File: config.mk
export PLATFORM = sky130hd
export DESIGN_NAME = rr_nibble_arbiter4_flat
export DESIGN_NICKNAME = d
export VERILOG_FILES = /design/src/rtl/rr_nibble_arbiter4_pkg.sv /design/src/rtl/rr_nibble_arbiter4_if.sv /design/src/rtl/Mux4Way4.sv /design/src/rtl/rr_nibble_arbiter4.sv /design/src/flat_wrapper.sv
export SDC_FILE = /design/constraint.sdc
export NUM_CORES = 1
export LEC_CHECK = 0
export ABC_AREA = 1
export CAP_MARGIN = 20
export CORE_MARGIN = 3
export CORE_UTILIZATION = 45
export DETAILED_ROUTE_END_ITERATION = 10
export PLACE_DENSITY = 0.75
export SYNTH_ARGS = -nofsm -noshare
export SYNTH_HDL_FRONTEND = slang
export SYNTH_SLANG_ARGS = --single-unit
File: constraint.sdc
create_clock -name clk -period 1.88 [get_ports clk]
set_input_delay 0.282 -clock clk [delete_from_list [all_inputs] [get_ports clk]]
set_output_delay 0.282 -clock clk [all_outputs]
set_load 0.01 [all_outputs]
File: src/rtl/rr_nibble_arbiter4_pkg.sv
// Shared constants and types for the four-source round-robin nibble arbiter
// and the Mux4Way4 data path it steers.
package rr_nibble_arbiter4_pkg;

  localparam int NUM_CH = 4;
  localparam int CNT_W  = 16;
  localparam logic [CNT_W-1:0] CNT_MAX = {CNT_W{1'b1}};

  typedef enum logic [1:0] {
    SEL_A = 2'd0,
    SEL_B = 2'd1,
    SEL_C = 2'd2,
    SEL_D = 2'd3
  } sel_e;

  typedef struct packed {
    logic       found;
    logic [1:0] idx;
  } grant_t;

endpackage

File: src/rtl/rr_nibble_arbiter4_if.sv
// Bus bundle between the four sources, the arbiter and the downstream consumer.
interface rr_nibble_arbiter4_if #(
  parameter int WIDTH = 4
);
  import rr_nibble_arbiter4_pkg::*;

  logic [NUM_CH-1:0]       in_valid;
  logic [NUM_CH*WIDTH-1:0] in_data;
  logic [NUM_CH-1:0]       in_ready;
  logic                    out_valid;
  logic [WIDTH-1:0]        out_data;
  logic [1:0]              out_chan;
  logic                    out_ready;
  logic [1:0]              sel;
  logic [CNT_W-1:0]        out_count;

  modport master (
    output in_valid, in_data, out_ready,
    input  in_ready, out_valid, out_data, out_chan, sel, out_count
  );

  modport slave (
    input  in_valid, in_data, out_ready,
    output in_ready, out_valid, out_data, out_chan, sel, out_count
  );

endinterface

File: src/rtl/Mux4Way4.sv
// Plain four-way word multiplexer; sel picks a, b, c or d.
module Mux4Way4
  import rr_nibble_arbiter4_pkg::*;
#(
  parameter int WIDTH = 4
) (
  input  logic [WIDTH-1:0] a,
  input  logic [WIDTH-1:0] b,
  input  logic [WIDTH-1:0] c,
  input  logic [WIDTH-1:0] d,
  input  logic [1:0]       sel,
  output logic [WIDTH-1:0] out
);

  always_comb begin
    case (sel)
      SEL_B:   out = b;
      SEL_C:   out = c;
      SEL_D:   out = d;
      default: out = a;
    endcase
  end

endmodule

File: src/rtl/rr_nibble_arbiter4.sv
// Four one-entry holding registers drained round-robin through Mux4Way4 into a
// single registered valid/ready output stream tagged with the source index.
module rr_nibble_arbiter4
  import rr_nibble_arbiter4_pkg::*;
#(
  parameter int WIDTH     = 4,
  parameter int START_PTR = 0
) (
  input logic                clk,
  input logic                reset,
  rr_nibble_arbiter4_if.slave bus
);

  logic [NUM_CH-1:0] full;
  logic [NUM_CH-1:0] cap;
  logic [NUM_CH-1:0] clr;
  logic [WIDTH-1:0]  hold [NUM_CH];
  logic [1:0]        ptr;
  logic [1:0]        sel_q;
  logic [1:0]        sel;
  logic [1:0]        grant;
  logic              grant_vld;
  logic              adv;
  grant_t            pick;
  logic              out_valid_q;
  logic [WIDTH-1:0]  out_data_q;
  logic [1:0]        out_chan_q;
  logic [CNT_W-1:0]  out_count_q;
  logic [WIDTH-1:0]  mux_out;

  // Scans from the far end back toward start so the entry closest to start wins.
  function automatic grant_t rr_pick(input logic [NUM_CH-1:0] req, input logic [1:0] start);
    grant_t     g;
    logic [1:0] c;
    g = '0;
    for (int k = NUM_CH - 1; k >= 0; k--) begin
      c = start + k[1:0];
      if (req[c]) begin
        g.found = 1'b1;
        g.idx   = c;
      end
    end
    return g;
  endfunction

  assign adv = ~out_valid_q | bus.out_ready;
  assign cap = bus.in_valid & ~full;

  always_comb begin
    // NOTE: every output of this block gets a default first, so no path can infer a latch.
    pick      = rr_pick(full, ptr);
    grant_vld = adv & pick.found;
    grant     = pick.idx;
    sel       = sel_q;
    clr       = '0;
    if (grant_vld) begin
      sel        = grant;
      clr[grant] = 1'b1;
    end
  end

  Mux4Way4 #(.WIDTH(WIDTH)) u_mux (
    .a   (hold[0]),
    .b   (hold[1]),
    .c   (hold[2]),
    .d   (hold[3]),
    .sel (sel),
    .out (mux_out)
  );

  // NOTE: the data words need no reset; full[] gates every read of them.
  always_ff @(posedge clk) begin
    for (int i = 0; i < NUM_CH; i++) begin
      if (cap[i]) hold[i] <= bus.in_data[i*WIDTH +: WIDTH];
    end
  end

  // NOTE: sequential state uses non-blocking assignments only, so every read sees pre-edge values.
  always_ff @(posedge clk or posedge reset) begin
    if (reset) begin
      full        <= '0;
      ptr         <= 2'(START_PTR);
      sel_q       <= SEL_A;
      out_valid_q <= 1'b0;
      out_data_q  <= '0;
      out_chan_q  <= '0;
      out_count_q <= '0;
    end else begin
      full <= (full & ~clr) | cap;
      if (adv) begin
        if (grant_vld) begin
          out_data_q  <= mux_out;
          out_chan_q  <= grant;
          out_valid_q <= 1'b1;
          ptr         <= grant + 2'd1;
          sel_q       <= grant;
        end else begin
          out_valid_q <= 1'b0;
        end
      end
      if (out_valid_q && bus.out_ready && (out_count_q != CNT_MAX)) begin
        out_count_q <= out_count_q + 1'b1;
      end
    end
  end

  // Ready is forced low while reset is held, independent of the cleared full bits.
  assign bus.in_ready  = reset ? '0 : ~full;
  assign bus.out_valid = out_valid_q;
  assign bus.out_data  = out_data_q;
  assign bus.out_chan  = out_chan_q;
  assign bus.sel       = sel;
  assign bus.out_count = out_count_q;

endmodule

File: src/flat_wrapper.sv
// flat-port wrapper written by rule: the top's interface ports become plain ports
module rr_nibble_arbiter4_flat import rr_nibble_arbiter4_pkg::*;
#(
  parameter int WIDTH     = 4,
  parameter int START_PTR = 0
)
  (clk, reset, bus_in_valid, bus_in_data, bus_out_ready, bus_in_ready, bus_out_valid, bus_out_data, bus_out_chan, bus_sel, bus_out_count);
  rr_nibble_arbiter4_if #(.WIDTH(WIDTH)) bus_i ();
  input logic clk;
  input logic reset;
  input wire logic [$bits(bus_i.in_valid)-1:0] bus_in_valid;
  input wire logic [$bits(bus_i.in_data)-1:0] bus_in_data;
  input wire logic [$bits(bus_i.out_ready)-1:0] bus_out_ready;
  output wire logic [$bits(bus_i.in_ready)-1:0] bus_in_ready;
  output wire logic [$bits(bus_i.out_valid)-1:0] bus_out_valid;
  output wire logic [$bits(bus_i.out_data)-1:0] bus_out_data;
  output wire logic [$bits(bus_i.out_chan)-1:0] bus_out_chan;
  output wire logic [$bits(bus_i.sel)-1:0] bus_sel;
  output wire logic [$bits(bus_i.out_count)-1:0] bus_out_count;
  assign bus_i.in_valid = bus_in_valid;
  assign bus_i.in_data = bus_in_data;
  assign bus_i.out_ready = bus_out_ready;
  assign bus_in_ready = bus_i.in_ready;
  assign bus_out_valid = bus_i.out_valid;
  assign bus_out_data = bus_i.out_data;
  assign bus_out_chan = bus_i.out_chan;
  assign bus_sel = bus_i.sel;
  assign bus_out_count = bus_i.out_count;
  rr_nibble_arbiter4 #(.WIDTH(WIDTH), .START_PTR(START_PTR)) u_core (.clk(clk), .reset(reset), .bus(bus_i));
endmodule
==> results.cfg <==
[worst_setup_path]
setup.worst_path.start_class = register
cp_max_fo = 6
critPathCaptureType = output port
cp_slowest_cell = dfrtp_2
crit_required_ns = 1.60
cp_cell_sequence = buf_4, nand2_2, nand2_2, nand2_1, nand2_2, nor2_2, nand2_2, nand2_4, inv_4, nand2_8, nand2_8, inv_2, buf_6
slowest_delay_ns = 0.46
path_common_cell = nand2_2
crit_type = register to output port
cp.arrival_ns = 1.81

[grt]
grt_max_degree = 32
met1_usage = 0.220
antenna_found_initial = 0
grt_pass1_wl_um = 9340
grt_overflow_total = 0
top_usage_layer = met2
track_usage = 0.193
grt_util_met3 = 0.0420
grt_pass1_vias = 2083
use_met2 = 0.351

[routing]
wl_um = 5610
avgViaCountPerCell = 4.76
postRouteAntennaNets = 0
drc = 0
drt_pass1_iterations = 4
num_vias = 2060
wl_per_cell_um = 12.9
drt_iter0_drc = 91

[power]
p_leak_nw = 1.69
vdd.ir_drop.worst_uv = 829
power.density_nw_per_um2 = 1830

[synth]
synth_warnings = 0
syn_inst = 272
netlist_area_um2 = 2390
synthTopCellsByArea = dfrtp_1, edfxtp_1, nand2_1, inv_1, nor2_1
ys_seq_area_frac = 0.526
synth_nets = 300
synth_cell_types = 25
synth_top_area_frac = 0.325
yosysTopAreaCell = dfrtp_1
syn_area_per_cell_um2 = 8.78
ys_ff_latch = 47

[clocking]
clk_latency_ns = 0.30
cts_tree = yes
cts_hold_buf = 0
cts_buffers = 5
cts_sinks = 47
root_buffer = clkbuf_8
clkTransAtPathRegs_ns = 0.08
htreeDepth = 2
clk_path_buf_depth = 2

[final_layout]
fin_cells = 433
final_cell_area_um2 = 3460
layout-drive-gt1-share = 0.260
fill_cells = 396
layout_commonest_cell = nand2_1
final_cell_mix = nand2_1, clkdlybuf4s50_1, inv_1, buf_4, dfrtp_1
area_growth_pct = 44.8
diodes = 0
final_nets = 393

[sta]
relSlewSlack = 0.714
hold_viol = 0
setup-tns-final_ns = -0.797
max_freq_mhz = 478
grt_setup_unrepaired = true
fin_skew_ns = 0.00779
final.min_clock_period_ns = 2.09
setup_slack_ns = -0.212
setup_violations = 10
worstMarginPinSlew_ns = 0.428
drv_slew = 0
timing.final.crit_share = 1.11

[job]
maxCapViolations = 0

[placement]
hpwl_um = 4120
place_area_um2 = 3170
io_buffers = 51
dp_slack_ns = -0.390
gp_congestion = 0.863
dpl.cell_count = 416

[die]
io_pins = 52
die_y_um = 78.8
start_util = 0.486
rows = 25
die-area_um2 = 6210
dieWidth_um = 78.8
core_area_um2 = 4910

[status]
violations = negative setup slack
status = finished with violations

[hold_path]
hold_path_class = input pin to asynchronous set/reset pin
report_power, final:
part	internal [mW]	switching, mW	total (mW)
clock network	0.301	0.321	0.622
logic	1.87	2.21	4.08
registers	1.39	0.228	1.62
kinds of logic (layout without fill, tap and decap cells):
kind of cell    count (synthesis)  after routing  synth area share
compound gates                  9              9            0.0210
xor+xnor                       15             15            0.0550
simple gates                  152            152             0.296
buf+inv                        44            138            0.0760
flops                          47             47             0.526
fa+ha+maj                       5              5            0.0262
critical path: cells and delay by family, from the launching register on:
family                 cells  cell delay [ns]
flip-flops                 1             0.46
AND/OR/NAND/NOR            9             0.70
buffers and inverters      4             0.35
through the flow:
stage	total power [mW]	utilization	hold slack (ns)
after CTS	6.17	0.684	0.482
after global placement	5.13	0.646	0.463
after detailed placement	5.23	0.646	0.464
after global routing	6.85	0.704	0.515
after floorplan	3.75	-	0.381
final	6.32	0.704	0.480
repair_timing:
item | 4_1_cts | 5_1_grt
endpoints found under the setup margin | 9 | 19
pin swaps | 10 | 7
setup buffers | 5 | 5
resized for setup | 32 | 18
gates cloned | 0 | 0
sequential cells by signal, summed over array words and instances (netlist names):
name / cells
u_core.hold: 16
u_core.bus.out_data: 4
u_core.bus.out_chan: 2
u_core.sel_q: 2
u_core.bus.out_count: 16
u_core.ptr: 2
u_core.full: 4
u_core.bus.out_valid: 1
per-layer routing:
layer / vias to the layer above / routed length, um
met4: 0 / 116
li1: 1025 / -
met2: 49 / 2920
met3: 12 / 250
met1: 974 / 2320
met5: - / 0
cells in the mapped netlist:
master    number
buf_6          1
nand2_8        2
xor2_1         7
ha_1           5
o21bai_1       1
o21ai_1        1
xnor2_1        8
o21ai_0        6
inv_4          2
nand3_2        4
nor3_1         2
nand2_1       88
inv_1         38
edfxtp_1      16
inv_2          1
nand3_1       16
dfrtp_1       31
nor2_1        22
nand2_2        8
o21a_1         1
buf_4          1
nor2_2         2
nand4_1        6
nand2_4        2
clkinv_1       1
path summary, 6_finish.rpt:
kind	from	end	slack (ns)	cells after the start
worst max-delay path	u_core.ptr[1]$_DFFE_PP0P_	bus_sel[0]	-0.21	13
worst min-delay path	reset	u_core.bus.out_data[3]$_DFFE_PP0P_	0.48	3
worst max register to register	u_core.ptr[1]$_DFFE_PP0P_	u_core.ptr[1]$_DFFE_PP0P_	-0.11	13
worst min register to register	u_core.bus.out_data[2]$_DFFE_PP0P_	u_core.bus.out_data[2]$_DFFE_PP0P_	0.48	2
max in group asynchronous	reset	u_core.ptr[1]$_DFFE_PP0P_	1.09	3
min in group clk	u_core.bus.out_data[2]$_DFFE_PP0P_	u_core.bus.out_data[2]$_DFFE_PP0P_	0.48	2
layout make-up:
type                            instances  area, um^2  area share
Sequential cell                        47        1260       0.364
Timing Repair Buffer                   88         801       0.232
Multi-Input combinational cell        181        1040       0.302
Tap cell                               67        83.8      0.0243
Clock buffer                            7        86.3      0.0250
Inverter                               42         173      0.0500
Clock inverter                          1        8.76     0.00253
No activity file was read; power rests on OpenSTA's default activity.
